### config.mk
export PLATFORM = sky130hd
export DESIGN_NAME = pwm_level_sequencer
export DESIGN_NICKNAME = d
export VERILOG_FILES = /design/src/rtl/pwm_level_sequencer.sv
export SDC_FILE = /design/constraint.sdc
export NUM_CORES = 1
export LEC_CHECK = 0
export ABC_AREA = 1
export CELL_PAD_IN_SITES_DETAIL_PLACEMENT = 0
export CELL_PAD_IN_SITES_GLOBAL_PLACEMENT = 1
export CORE_MARGIN = 5
export CORE_UTILIZATION = 40
export DETAILED_ROUTE_END_ITERATION = 10
export GPL_TIMING_DRIVEN = 0
export HOLD_SLACK_MARGIN = 0.15
export PLACE_DENSITY = 0.81
export RECOVER_POWER = 50
export SLEW_MARGIN = 30
export SYNTH_ARGS = -nofsm -noshare
export SYNTH_HDL_FRONTEND = slang
export SYNTH_SLANG_ARGS = --single-unit
export TNS_END_PERCENT = 10
### constraint.sdc
create_clock -name clk -period 7.81 [get_ports clk]
set_clock_uncertainty 0.05 [all_clocks]
set_input_delay 1.9525 -clock clk [delete_from_list [all_inputs] [get_ports clk]]
set_output_delay 1.9525 -clock clk [all_outputs]
set_load 0.02 [all_outputs]
### src/rtl/pwm_level_sequencer.sv
// Configuration sequencer for one PWM level cell: shadows host config words, applies them at
// carrier valleys, and slew-limits the compare value so retuning never yields a runt pulse.
module pwm_level_sequencer #(
  parameter int unsigned WIDTH     = 16,
  parameter int unsigned RAMP_STEP = 8,
  parameter int unsigned DEF_MAX   = 500,
  parameter int unsigned DEF_STEP  = 1,
  parameter int unsigned DEF_DEAD  = 5
) (
  input  logic             clk,
  input  logic             rst_n,
  input  logic             enable,
  input  logic             period_sync,
  input  logic             cfg_valid,
  output logic             cfg_ready,
  input  logic [WIDTH-1:0] cfg_compare,
  input  logic [WIDTH-1:0] cfg_max_count,
  input  logic [WIDTH-1:0] cfg_step_size,
  input  logic [WIDTH-1:0] cfg_dead_time,
  output logic             cfg_err,
  output logic [WIDTH-1:0] compare,
  output logic [WIDTH-1:0] pwm_max_count,
  output logic [WIDTH-1:0] triangle_step_size,
  output logic [WIDTH-1:0] dead_time_count,
  output logic             level_en,
  output logic             busy
);

  typedef enum logic [1:0] {IDLE, ARM, RAMP, RUN} state_t;

  typedef struct packed {
    logic [WIDTH-1:0] cmp;
    logic [WIDTH-1:0] max;
    logic [WIDTH-1:0] step;
    logic [WIDTH-1:0] dead;
  } cfg_t;

  state_t           state;
  cfg_t             shadow;
  logic             pending;
  logic [WIDTH-1:0] target;

  logic             accept_c;
  logic             cfg_bad_c;
  logic             apply_c;
  logic [WIDTH-1:0] target_new_c;
  logic [WIDTH-1:0] target_eff_c;
  logic [WIDTH:0]   diff_c;
  logic [WIDTH:0]   mag_c;
  logic [WIDTH:0]   step_c;
  logic [WIDTH-1:0] ramp_next_c;

  // Handshake, apply decision and one slew-limited step toward the effective target.
  always_comb begin
    accept_c     = cfg_valid && cfg_ready;
    cfg_bad_c    = (cfg_max_count == '0) || (cfg_step_size == '0);
    apply_c      = enable && period_sync && pending && (state != IDLE);
    target_new_c = (shadow.cmp > shadow.max) ? shadow.max : shadow.cmp;
    target_eff_c = apply_c ? target_new_c : target;
    diff_c       = {1'b0, target_eff_c} - {1'b0, compare};
    mag_c        = diff_c[WIDTH] ? (~diff_c + (WIDTH+1)'(1)) : diff_c;
    step_c       = (mag_c > (WIDTH+1)'(RAMP_STEP)) ? (WIDTH+1)'(RAMP_STEP) : mag_c;
    ramp_next_c  = diff_c[WIDTH] ? (compare - WIDTH'(step_c)) : (compare + WIDTH'(step_c));
  end

  always_ff @(posedge clk or negedge rst_n) begin
    if (!rst_n) begin
      state              <= IDLE;
      shadow             <= '0;
      pending            <= 1'b0;
      target             <= '0;
      cfg_ready          <= 1'b1;
      cfg_err            <= 1'b0;
      compare            <= '0;
      pwm_max_count      <= WIDTH'(DEF_MAX);
      triangle_step_size <= WIDTH'(DEF_STEP);
      dead_time_count    <= WIDTH'(DEF_DEAD);
      level_en           <= 1'b0;
      busy               <= 1'b0;
    end else begin
      cfg_err <= 1'b0;

      // Invalid words complete the handshake but never reach the shadow.
      if (accept_c) begin
        if (cfg_bad_c) begin
          cfg_err <= 1'b1;
        end else begin
          shadow    <= '{cmp: cfg_compare, max: cfg_max_count,
                         step: cfg_step_size, dead: cfg_dead_time};
          pending   <= 1'b1;
          cfg_ready <= 1'b0;
        end
      end

      if (apply_c) begin
        pwm_max_count      <= shadow.max;
        triangle_step_size <= shadow.step;
        dead_time_count    <= shadow.dead;
        target             <= target_new_c;
        pending            <= 1'b0;
        cfg_ready          <= 1'b1;
      end

      if (!enable) begin
        state    <= IDLE;
        level_en <= 1'b0;
        compare  <= '0;
        busy     <= 1'b0;
      end else begin
        unique case (state)
          IDLE: begin
            level_en <= 1'b0;
            compare  <= '0;
            state    <= ARM;
            busy     <= 1'b1;
          end
          ARM: begin
            if (period_sync) begin
              level_en <= 1'b1;
              if (compare != target_eff_c) begin
                state <= RAMP;
                busy  <= 1'b1;
              end else begin
                state <= RUN;
                busy  <= 1'b0;
              end
            end
          end
          RAMP: begin
            if (period_sync) begin
              compare <= ramp_next_c;
              if (ramp_next_c == target_eff_c) begin
                state <= RUN;
                busy  <= 1'b0;
              end
            end
          end
          RUN: begin
            // A retarget only arms the ramp; compare first moves on the following valley.
            if (apply_c && (target_new_c != compare)) begin
              state <= RAMP;
              busy  <= 1'b1;
            end
          end
        endcase
      end
    end
  end

endmodule

; Word level (Yosys, flattened, before mapping)
; Index checks and enable logic that the tools add are counted.
[word_totals]
regBits = 151
input_bits = 69
output_inout_bits = 68
word_cells = 85
[op_classes]
add_sub_neg = 4
order_cmp = 2
n_eq_ne = 13
n_mux = 33
n_bitwise = 2
n_reduce_logical = 16
[op_table]
columns = cell, n
row1 = $mux W16, 6
row2 = $logic_not A16 Y1, 2
row3 = $ne A16 B16 Y1, 2
row4 = $pmux W16 S2, 1
row5 = $add A17 B1 Y17 const B, 1
row6 = $gt A17 B4 Y1 const B, 1
row7 = $mux W1, 17
row8 = $mux W17, 1
row9 = $not A17 Y17, 1
row10 = $sub A16 B16 Y17, 1
row11 = $add A16 B16 Y16, 1
row12 = $eq A16 B16 Y1, 1
row13 = $gt A16 B16 Y1, 1
row14 = $sub A16 B16 Y16, 1
row15 = $ne A3 B3 Y1 const B, 4
row16 = $mux W2, 5
row17 = $pmux W2 S4, 1
row18 = $reduce_and A2 Y1, 4
row19 = $ne A3 B1 Y1 const B, 2
row20 = $logic_and A1 B1 Y1, 5
row21 = $eq A2 B2 Y1 const B, 2
row22 = $pmux W1 S4, 1
row23 = $reduce_and A4 Y1, 1
row24 = $reduce_bool A2 Y1, 2
row25 = 6 further kinds, 6

; Longest topological paths before layout
; Gate-level depths: netlist of run 1.
[logic_depth]
word_depth = 17
mapped_depth = 61
mapped_depth_nobuf = 61

; Least setup slack after synthesis of run 1
; Ideal clock, no wire load.
[synth_path]
path_kind = input to register
startpoint = input enable
endpoint = register busy
setup_time_ns = 0.117
t_arrival_ns = 7.798
required_time_ns = 7.643
setup_slack_ns = -0.155
stages = 50
path_buffers = 3
cell_sequence = nand2_1 > inv_1 > nor2_1 > nor2_1 > clkbuf_1 > clkbuf_1 > or2_2 > nand2_1 > inv_1 > ha_1 > nand2_1 > nor2_1 > and2_2 > a21oi_4 > buf_6 > nand2_1 > nand2_1 > nand3_1 > [14 not listed] > nand2_1 > o21ai_0 > nand3_1 > nand2_1 > xor2_1 > inv_1 > nand3_1 > nand2_1 > nor2_1 > nand3_1 > nor3_1 > nand4_1 > nor2_1 > nand3_2 > nand2_2 > nand2_2 > nand2_1 > nand2_1
[synth_between]
elab_chain_len = 15
elab_cells_between_ends = 25
cone_classes = 4 x add/sub / 1 x order compare / 6 x eq/ne / 8 x mux / 1 x bitwise / 5 x reduce/logical
[synth_rtl]
columns = item, line
row1 = from (decl), 12  ; input logic enable,
row2 = $logic_and A1 B1 Y1 (*) (3 in series), 57  ; apply_c = enable && period_sync && pending && (state != IDLE);
row3 = $mux W16 (*), -
row4 = via target_eff_c[15], 47  ; logic [WIDTH-1:0] target_eff_c;
row5 = $sub A16 B16 Y17, 60  ; diff_c = {1'b0, target_eff_c} - {1'b0, compare};
row6 = $not A17 Y17, 61  ; mag_c = diff_c[WIDTH] ? (~diff_c + (WIDTH+1)'(1)) : diff_c;
row7 = $add A17 B1 Y17, 61
row8 = $mux W17, 61
row9 = $gt A17 B4 Y1, 62  ; step_c = (mag_c > (WIDTH+1)'(RAMP_STEP)) ? (WIDTH+1)'(RAMP_STEP) : mag_c;
row10 = $mux W16, 62
row11 = $add A16 B16 Y16 or $sub A16 B16 Y16 (tied branches), 63  ; ramp_next_c = diff_c[WIDTH] ? (compare - WIDTH'(step_c)) : (compare + WIDTH'(step_c));
row12 = $mux W16, 63
row13 = $eq A16 B16 Y1, 132  ; if (ramp_next_c == target_eff_c) begin
row14 = $ne A3 B3 Y1 (no source line), -
row15 = $reduce_and A4 Y1 (no source line), -
row16 = to (signal assigned), 79  ; busy <= 1'b0;
row17 = to (signal assigned), 134  ; busy <= 1'b0;
row18 = to (signal assigned), 142  ; busy <= 1'b1;
row19 = to (decl), 26  ; output logic busy
; Mark *: on every way through the listed nets, which the timed path passes. The rest lies on a longest branch. The select of a mux whose other input is x is not followed.
; A chain may end at the register's enable or synchronous reset.

; Final worst setup path of run 1
[layout_path]
startpoint = input enable
endpoint = register state[0]
[layout_between]
elab_chain_len = 15
elab_cells_between_ends = 25
cone_classes = 4 x add/sub / 1 x order compare / 6 x eq/ne / 8 x mux / 1 x bitwise / 5 x reduce/logical
[layout_rtl]
columns = item, line
row1 = $logic_and A1 B1 Y1 (*) (3 in series), 57
row2 = $mux W16 (*), -
row3 = via target_eff_c[15], 47
row4 = $sub A16 B16 Y17, 60
row5 = $not A17 Y17, 61
row6 = $add A17 B1 Y17, 61
row7 = $mux W17, 61
row8 = $gt A17 B4 Y1, 62
row9 = $mux W16, 62
row10 = $add A16 B16 Y16 or $sub A16 B16 Y16 (tied branches), 63
row11 = $mux W16, 63
row12 = $eq A16 B16 Y1, 132
row13 = $ne A3 B3 Y1 (no source line), -
row14 = $reduce_and A4 Y1 (no source line), -
row15 = to (signal assigned), 68  ; state <= IDLE;
row16 = to (signal assigned), 133  ; state <= RUN;
row17 = to (signal assigned), 141  ; state <= RAMP;
row18 = to (decl), 38  ; state_t state;
; Marked as above.

==> flow_summary.json, run 1 <==
{
  "die_y_um": 165.0,
  "cp_top_family": "simple AND/OR/NAND/NOR gates",
  "drc": 0,
  "die_w_um": 165.0,
  "pin_count": 137,
  "drive_gt1_frac": 0.1812,
  "fin_ws_ns": 0.03925,
  "grt_antenna_before_repair": 1,
  "drv_cap": 1,
  "start_util": 0.4081,
  "run_status": "finished, violations left",
  "synthFlopType": "dfrtp_1",
  "cp.buffers_inverters": 13,
  "crit_arrival_ns": 8.04,
  "fin_crit_ns": 7.771,
  "syn_avg_cell_area_um2": 7.127,
  "critPathKind": "primary input to register",
  "synth_edf_count": 0,
  "tightest_slew_ns": 3.887,
  "final_util": 0.5570,
  "min-delay-start": "dead_time_count[0]",
  "final_max_slew_viol_count": 72,
  "path_max_fanout": 8,
  "rsz0062_at_grt": "true",
  "crit_path_end_kind": "register",
  "wl_met2_um": 13700,
  "multiInputGateArea_um2": 5776,
  "grt_usage": 0.2260,
  "hold_class": "register to register",
  "synth_cells": 1348,
  "placed_area_um2": 11400,
  "nFillCells": 2239,
  "slowest_stage": "ha_1",
  "reg2reg_slack_ns": 0.28,
  "htree_levels": 4,
  "first_global_vias": 8990,
  "clkLatencyLatePin_ns": 0.43,
  "worstPathRequired_ns": 8.08,
  "clk_pin_slew_ns": 0.07,
  "syn_nets": 1468,
  "portBuffers": 136,
  "antenna_left": 0,
  "numClockSinks": 151,
  "period_share": 0.9950,
  "cts_buffers": 17,
  "cts_buffer_depth": 2,
  "fin_area_um2": 13110,
  "fp-row-count": 56,
  "routed_wl_um": 30400,
  "clock.fmax_mhz": 128.7,
  "dieArea_um2": 27220,
  "crit_start": "enable",
  "startpoint_type": "primary input",
  "grt_max_degree": 81,
  "final.setup.tns_ns": 0,
  "critPathMaxStageDelay_ns": 0.34,
  "grt_first_pass_wirelength_um": 48170,
  "synth_warnings": 0,
  "setup_viol": 0,
  "drtIter0Drc": 611,
  "yosysSeqAreaShare": 0.3946,
  "ys_types": 47,
  "gr-total-overflow": 0,
  "highest_layer": "met5",
  "synthArstFlopShare": 1.000,
  "slew_headroom": -1.591,
  "hpwl_um": 22860,
  "vias": 9284,
  "place_congestion": 0.8985,
  "post-place-ws_ns": -2.808,
  "finalHoldViolCount": 0,
  "syn_to_final_growth_pct": 36.51,
  "wl_per_cell_um": 16.16,
  "num_antenna_cells": 0,
  "met3_length_um": 1884,
  "syn-cell-area_um2": 9607,
  "seqCellArea_um2": 3791,
  "cts_root_buffer": "clkbuf_16",
  "nNetsFinal": 1669,
  "firstDrtPassIters": 5,
  "coreArea_um2": 23540,
  "vias_per_cell": 4.936,
  "worstReg2RegStart": "shadow[47]",
  "ys_ff_latch": 151,
  "cts_tree": "yes",
  "wl_met1_um": 14330,
  "violations": "max-capacitance violations, max-slew violations"
}
-- final timing paths --
check / to / depth (start not counted)
worst max-delay path: state[0] / 47
min in group asynchronous: shadow[10] / 1
worst min-delay path: dead_time_count[0] / 2
worst min register to register: dead_time_count[0] / 2
max in group asynchronous: triangle_step_size[11] / 1
worst max register to register: state[0] / 51
-- logic make-up after synthesis --
group	Yosys count	share of synthesized area
AO/OA/AOI/OAI	135	0.08192
AND/OR/NAND/NOR	783	0.3449
flip-flops	151	0.3946
adder cells (fa/ha/maj)	51	0.06799
XOR/XNOR	36	0.03282
buffers and inverters	192	0.07775
-- metal layers --
metal / vias to the layer above / GRT usage
met4: 2 / 0.04764
met3: 33 / 0.05665
met1: 4330 / 0.3178
li1: 4695 / -
met2: 224 / 0.3543
met5: - / 0
-- state kept, by name, indices dropped and copies added, names as in the netlist --
| name | count |
|---|---|
| shadow | 64 |
| pwm_max_count | 16 |
| cfg_err | 1 |
| compare | 16 |
| dead_time_count | 16 |
| triangle_step_size | 16 |
| cfg_ready | 1 |
| pending | 1 |
| level_en | 1 |
| busy | 1 |
| state | 2 |
| target | 16 |
-- metrics by stage --
| step | hold WS, ns | std cells |
|---|---|---|
| final | 0.4150 | 1881 |
| after global routing | 0.4360 | 1881 |
| after CTS | 0.4148 | 1863 |
| after detailed placement | 0.4052 | 1804 |
| after global placement | 0.4002 | 1803 |
| after floorplan | 0.3922 | 1348 |
-- tightest hold or removal path: stages, from the launching register on --
cell and delay, ns:
dfstp_2 0.37, nand2_1 0.05, nand2_1 0.04
-- layout by cell type (no fill, tap or decap), types with 15 or more instances in the layout --
master           synthesis  layout
dfrtp_1                141     141
buf_4                    2      45
clkbuf_1                27      25
clkbuf_16                0      18
ha_1                    49      33
nor2_1                  49      33
nand2_1                566     522
ha_4                     0      15
nand3_2                  3      16
nand3_1                 89      73
clkdlybuf4s50_1          0     133
inv_2                    6      16
o22ai_1                 16      16
nand2_2                 19      53
inv_1                  149     133
xor2_1                  30      26
a21oi_1                 36      32
o21ai_0                 53      44
-- what timing repair did --
| action | in CTS | in global routing |
|---|---|---|
| endpoints found under the setup margin | 17 | 7 |
| setup buffers | 27 | 18 |
| gates cloned | 0 | 0 |
| hold buffers | 0 | 0 |
| gates resized for setup | 124 | 89 |
| pin swaps | 48 | 57 |
-- layout make-up --
class	instances	area share
multi-input combinational	1005	0.4404
sequential	151	0.2891
timing repair buffer	182	0.1318
inverter	155	0.04570
clock buffer	19	0.03378
tap	319	0.03044
buffer	37	0.01717
clock inverter	13	0.01164
-- Yosys cell counts, types with 7 or more instances --
cell / instances / area, µm²
nand2_2: 19 / 118.9
o22ai_1: 16 / 100.1
nand2_1: 566 / 2125
xor2_1: 30 / 262.8
ha_1: 49 / 613.1
a21oi_1: 36 / 180.2
or2_2: 7 / 43.79
dfstp_2: 10 / 262.8
nand4_1: 13 / 81.33
o21ai_0: 53 / 265.3
dfrtp_1: 141 / 3528
nand3_1: 89 / 445.4
nor2_1: 49 / 183.9
clkbuf_1: 27 / 101.4
nor4_1: 11 / 68.82
inv_1: 149 / 559.3
Power of run 1 is left out: the tool's default activity adds up to more than one toggle a clock period on the data nets, which glitch-free logic cannot reach.
==> run 2: changes to the inputs <==
--- a/config.mk
+++ b/config.mk
@@ -6,14 +6,11 @@
 export NUM_CORES = 1
 export LEC_CHECK = 0
 export ABC_AREA = 1
-export CELL_PAD_IN_SITES_DETAIL_PLACEMENT = 0
-export CELL_PAD_IN_SITES_GLOBAL_PLACEMENT = 1
-export CORE_MARGIN = 5
-export CORE_UTILIZATION = 40
+export CORE_UTILIZATION = 56
 export DETAILED_ROUTE_END_ITERATION = 10
 export GPL_TIMING_DRIVEN = 0
 export HOLD_SLACK_MARGIN = 0.15
-export PLACE_DENSITY = 0.81
+export PLACE_DENSITY = 0.82
 export RECOVER_POWER = 50
 export SLEW_MARGIN = 30
 export SYNTH_ARGS = -nofsm -noshare
==> run 2 against run 1 <==
Against the previous run: the flow finishes with violations (max-capacitance violations, max-slew violations, negative setup slack); sequential share of layout area rose by 0.64 points; final cell count fell by 5.5%; non-clock buffer count fell by 4.
==> flow_summary.json, run 2 (synthesis gave the netlist of run 1 again) <==
{
  "crit_arrival_ns": 8.26,
  "slew_headroom": -1.711,
  "first_global_vias": 9333,
  "firstDrtPassIters": 6,
  "worstPathRequired_ns": 8.08,
  "cts_root_buffer": "clkbuf_16",
  "num_antenna_cells": 0,
  "reg2reg_to": "state[0]",
  "clk_pin_slew_ns": 0.06,
  "pin_count": 137,
  "placed_area_um2": 11280,
  "final_max_slew_viol_count": 76,
  "seqCellArea_um2": 3791,
  "r2r_cells": 51,
  "crit_start": "enable",
  "antenna_left": 0,
  "cts_buffer_depth": 2,
  "cts_tree": "yes",
  "setup_viol": 2,
  "largest_reg_flops": 64,
  "drtIter0Drc": 888,
  "die_y_um": 133.0,
  "htree_levels": 4,
  "grt_first_pass_wirelength_um": 46310,
  "fin_ws_ns": -0.1723,
  "final_cells": 1778,
  "drive_gt1_frac": 0.1592,
  "period_share": 1.022,
  "holdBufCountCts": 0,
  "top_register": "shadow",
  "run_status": "finished, violations left",
  "syn_to_final_growth_pct": 33.54,
  "nFillCells": 1226,
  "fin_crit_ns": 7.982,
  "final_util": 0.7708,
  "coreArea_um2": 16640,
  "vias": 9750,
  "slowest_stage": "o211ai_1",
  "grt_max_degree": 77,
  "layout_common_cells": "nand2_1 (538), dfrtp_1 (141), inv_1 (137)",
  "place_congestion": 0.9358,
  "cts_buffers": 17,
  "critPathMaxStageDelay_ns": 0.39,
  "clock.fmax_mhz": 125.3,
  "drc": 0,
  "drv_cap": 1,
  "finalHoldViolCount": 0,
  "violations": "max-capacitance violations, max-slew violations, negative setup slack",
  "holdPathStages": 2,
  "clkLatencyLatePin_ns": 0.44,
  "vias_per_cell": 5.484,
  "place_inst": 1705,
  "crit_top_cell": "nand2_2",
  "portBuffers": 136,
  "final_common_cell": "nand2_1",
  "post-place-ws_ns": -2.384,
  "hpwl_um": 21200,
  "routed_wl_um": 29430,
  "fp-row-count": 47,
  "worstReg2RegStart": "shadow[37]",
  "path_max_fanout": 9,
  "wl_per_cell_um": 16.55,
  "multiInputGateArea_um2": 5622,
  "gr-total-overflow": 0,
  "tightest_slew_ns": 4.067,
  "grt_usage": 0.3378,
  "crit_path_end_kind": "register",
  "reg2reg_slack_ns": -0.04,
  "start_util": 0.5772,
  "startpoint_type": "primary input",
  "grt_antenna_before_repair": 1,
  "critPathKind": "primary input to register",
  "rsz0062_at_grt": "true",
  "numClockSinks": 151,
  "nNetsFinal": 1665,
  "die_w_um": 133.0,
  "fin_area_um2": 12830,
  "hold_class": "register to register",
  "dieArea_um2": 17680,
  "cp-endpoint": "state[0]"
}
## run 2: cell types whose count changed in the layout (fill, tap and decap cells not counted), moves of 4 or more
cell,change
inv_1,+4
nand2_1,+16
nand2_2,-15
nand3_1,+11
nand3_2,-9
nor2_4,-4
o41ai_1,-4
o41ai_2,+4
## run 2: critical path: cells and delay by family
| family | cells | cell delay, ns |
|---|---|---|
| AND/OR/NAND/NOR | 30 | 3.61 |
| AO/OA/AOI/OAI | 4 | 0.79 |
| buffers and inverters | 8 | 0.75 |
| adder cells (fa/ha/maj) | 3 | 0.80 |
| XOR/XNOR | 1 | 0.32 |
## run 2: cell type report
cell class / instances / share of cell area
Sequential cell: 151 / 0.2955
Clock buffer: 18 / 0.03423
Buffer: 37 / 0.01804
Timing Repair Buffer: 178 / 0.1322
Tap cell: 220 / 0.02146
Multi-Input combinational cell: 1005 / 0.4382
Clock inverter: 14 / 0.01424
Inverter: 155 / 0.04613
## run 2: through the flow
step / setup TNS, ns / hold slack [ns]
2_1_floorplan: 0 / 0.3922
3_3_place_gp: -205.01 / 0.4001
3_5_place_dp: -23.37 / 0.4083
4_1_cts: -0.3962 / 0.4209
5_1_grt: -1.138 / 0.4340
6_report: -0.3406 / 0.4208
## run 2: routing by layer
| metal | global-route usage | share of wire | vias to the layer above |
|---|---|---|---|
| met3 | 0.1088 | 0.10 | 89 |
| met4 | 0.1475 | 0.037 | 2 |
| met2 | 0.5477 | 0.47 | 469 |
| li1 | - | - | 4681 |
| met5 | 0 | 0.00034 | - |
| met1 | 0.4121 | 0.39 | 4509 |
## run 2: repair_timing
| action | 4_1_cts | 5_1_grt |
|---|---|---|
| setup buffers | 26 | 15 |
| endpoints found under the setup margin | 17 | 5 |
| pin swaps | 43 | 37 |
| resized for setup | 107 | 60 |
## run 2: worst min-delay path by stage
stage,from,end,slack (ns)
2_1_floorplan,shadow[0],shadow[0],0.39
3_3_place_gp,dead_time_count[0],dead_time_count[0],0.40
3_5_place_dp,shadow[28],shadow[28],0.41
4_1_cts,shadow[28],triangle_step_size[12],0.42
5_1_grt,shadow[21],shadow[21],0.43
6_report,shadow[28],triangle_step_size[12],0.42
Power of run 2 is left out for the same reason.
==> run 3: changes to the inputs <==
--- a/config.mk
+++ b/config.mk
@@ -6,12 +6,11 @@
 export NUM_CORES = 1
 export LEC_CHECK = 0
 export ABC_AREA = 1
-export CORE_UTILIZATION = 56
+export CORE_UTILIZATION = 50
 export DETAILED_ROUTE_END_ITERATION = 10
 export GPL_TIMING_DRIVEN = 0
 export HOLD_SLACK_MARGIN = 0.15
-export PLACE_DENSITY = 0.82
-export RECOVER_POWER = 50
+export PLACE_DENSITY = 0.77
 export SLEW_MARGIN = 30
 export SYNTH_ARGS = -nofsm -noshare
 export SYNTH_HDL_FRONTEND = slang
==> constraint.sdc (replaced) <==
create_clock -name clk -period 6.7 [get_ports clk]
set_clock_uncertainty 0.05 [all_clocks]
set_input_delay 1.675 -clock clk [delete_from_list [all_inputs] [get_ports clk]]
set_output_delay 1.675 -clock clk [all_outputs]
set_load 0.02 [all_outputs]
==> run 3 against run 2 <==
Against the previous run: largest cell class unchanged; first-iteration DRC count decreased by 23%; global-route usage decreased by 3.3 points; design area increased by 1.1%; critical path depth increased by 5; sequential cell count unchanged; via count decreased by 0.71%; critical path type unchanged; sequential share of layout area decreased by 0.32 points; worst setup slack got worse by 0.62 ns; critical endpoint is now busy; the run ends with negative setup slack left.
==> flow_summary.json, run 3 (synthesis gave the netlist of run 1 again) <==
{
  "crit_path_end_kind": "register",
  "worstReg2RegStart": "shadow[43]",
  "gr-total-overflow": 0,
  "critPathMaxStageDelay_ns": 0.32,
  "drive_gt1_frac": 0.1686,
  "slew_headroom": 0.5900,
  "path_max_fanout": 9,
  "final_common_cell": "nand2_1",
  "vias": 9681,
  "grt_first_pass_wirelength_um": 47070,
  "crit_start": "enable",
  "htree_levels": 4,
  "violations": "negative setup slack",
  "fp-row-count": 50,
  "cts_buffer_depth": 2,
  "drtIter0Drc": 685,
  "finalHoldViolCount": 0,
  "final.setup.tns_ns": -2.583,
  "fin_crit_ns": 7.488,
  "grt_antenna_before_repair": 0,
  "nFillCells": 1541,
  "multiInputGateArea_um2": 5763,
  "startpoint_type": "primary input",
  "reg2reg_slack_ns": -0.71,
  "slowest_stage": "ha_4",
  "tightest_slew_ns": 0.6150,
  "cts_tree": "yes",
  "clkLatencyLatePin_ns": 0.42,
  "firstDrtPassIters": 7,
  "wl_per_cell_um": 16.27,
  "grt_usage": 0.3049,
  "grt_max_degree": 85,
  "crit_arrival_ns": 7.76,
  "drc": 0,
  "routed_wl_um": 29110,
  "die_y_um": 140.6,
  "layout_common_cells": "nand2_1 (533), dfrtp_1 (141), inv_1 (137)",
  "largest_reg_flops": 64,
  "vias_per_cell": 5.411,
  "critPathKind": "primary input to register",
  "worstPathRequired_ns": 6.97,
  "clock.fmax_mhz": 133.5,
  "final_max_slew_viol_count": 0,
  "die_w_um": 140.6,
  "dieArea_um2": 19770,
  "crit_top_cell": "nand2_2",
  "antenna_left": 0,
  "period_share": 1.118,
  "wl_met1_um": 12080,
  "cts_root_buffer": "clkbuf_16",
  "drv_cap": 0,
  "fin_ws_ns": -0.7885,
  "start_util": 0.5119,
  "reg2reg_to": "busy",
  "holdBufCountCts": 0,
  "wl_met2_um": 13650,
  "pin_count": 137,
  "setup_viol": 7,
  "met3_length_um": 2536,
  "rsz0062_at_grt": "true",
  "nNetsFinal": 1661,
  "first_global_vias": 9354,
  "top_register": "shadow",
  "r2r_cells": 52,
  "seqCellArea_um2": 3791,
  "cp-endpoint": "busy",
  "coreArea_um2": 18770,
  "hold_class": "register to register",
  "final_util": 0.6910,
  "clk_pin_slew_ns": 0.07,
  "highest_layer": "met4",
  "run_status": "finished, violations left",
  "syn_to_final_growth_pct": 35.00,
  "hpwl_um": 21260,
  "portBuffers": 136,
  "cts_buffers": 17,
  "place_congestion": 1.002,
  "numClockSinks": 151
}
==> run 3: through the flow <==
stage          cells  hold slack [ns]  instance area (µm²)  setup slack (ns)
6_report        1789           0.4136                12970           -0.7885
2_1_floorplan   1348           0.3922                 9776           -0.5810
3_3_place_gp    1718           0.4026                11430            -2.773
5_1_grt         1788           0.4417                12970            -1.299
4_1_cts         1783           0.4182                12790           -0.7056
3_5_place_dp    1719           0.4050                11460            -2.957
==> run 3: timing repair <==
item                       CTS  global route
buffers inserted            33             5
gates resized for setup    122            31
setup endpoints to repair   17            15
pin swaps                   54             8
==> run 3: metal layers <==
layer	vias to the layer above	track usage
met1	4538	0.3869
met4	0	0.1041
li1	4682	-
met3	72	0.07711
met2	389	0.5075
met5	-	0
==> run 3: layout make-up <==
| cell class | instances | share of cell area |
|---|---|---|
| Antenna cell | 1 | 0.0001930 |
| Buffer | 36 | 0.01698 |
| Clock buffer | 18 | 0.03309 |
| Clock inverter | 14 | 0.01235 |
| Inverter | 155 | 0.04602 |
| Multi-Input combinational cell | 1005 | 0.4444 |
| Sequential cell | 151 | 0.2923 |
| Tap cell | 234 | 0.02258 |
| Timing Repair Buffer | 175 | 0.1321 |
==> run 3: worst min path at each step <==
stage / from / to / slack, ns / cells after the start
after floorplan: shadow[0] / shadow[0] / 0.39 / 2
after global routing: triangle_step_size[0] / triangle_step_size[0] / 0.44 / 2
final: dead_time_count[2] / dead_time_count[2] / 0.41 / 2
after detailed placement: dead_time_count[0] / dead_time_count[0] / 0.40 / 2
after global placement: triangle_step_size[12] / triangle_step_size[12] / 0.40 / 2
after CTS: dead_time_count[2] / dead_time_count[2] / 0.42 / 2
==> run 3: worst max-delay path: cells and delay by family <==
kind,cells,cell delay (ns)
adders and majority gates,3,0.78
buffers and inverters,10,0.99
xor gates and xnor gates,2,0.33
AOI/OAI and AO/OA,3,0.60
and+or+nand+nor,33,3.35
Power of run 3 is left out for the same reason.
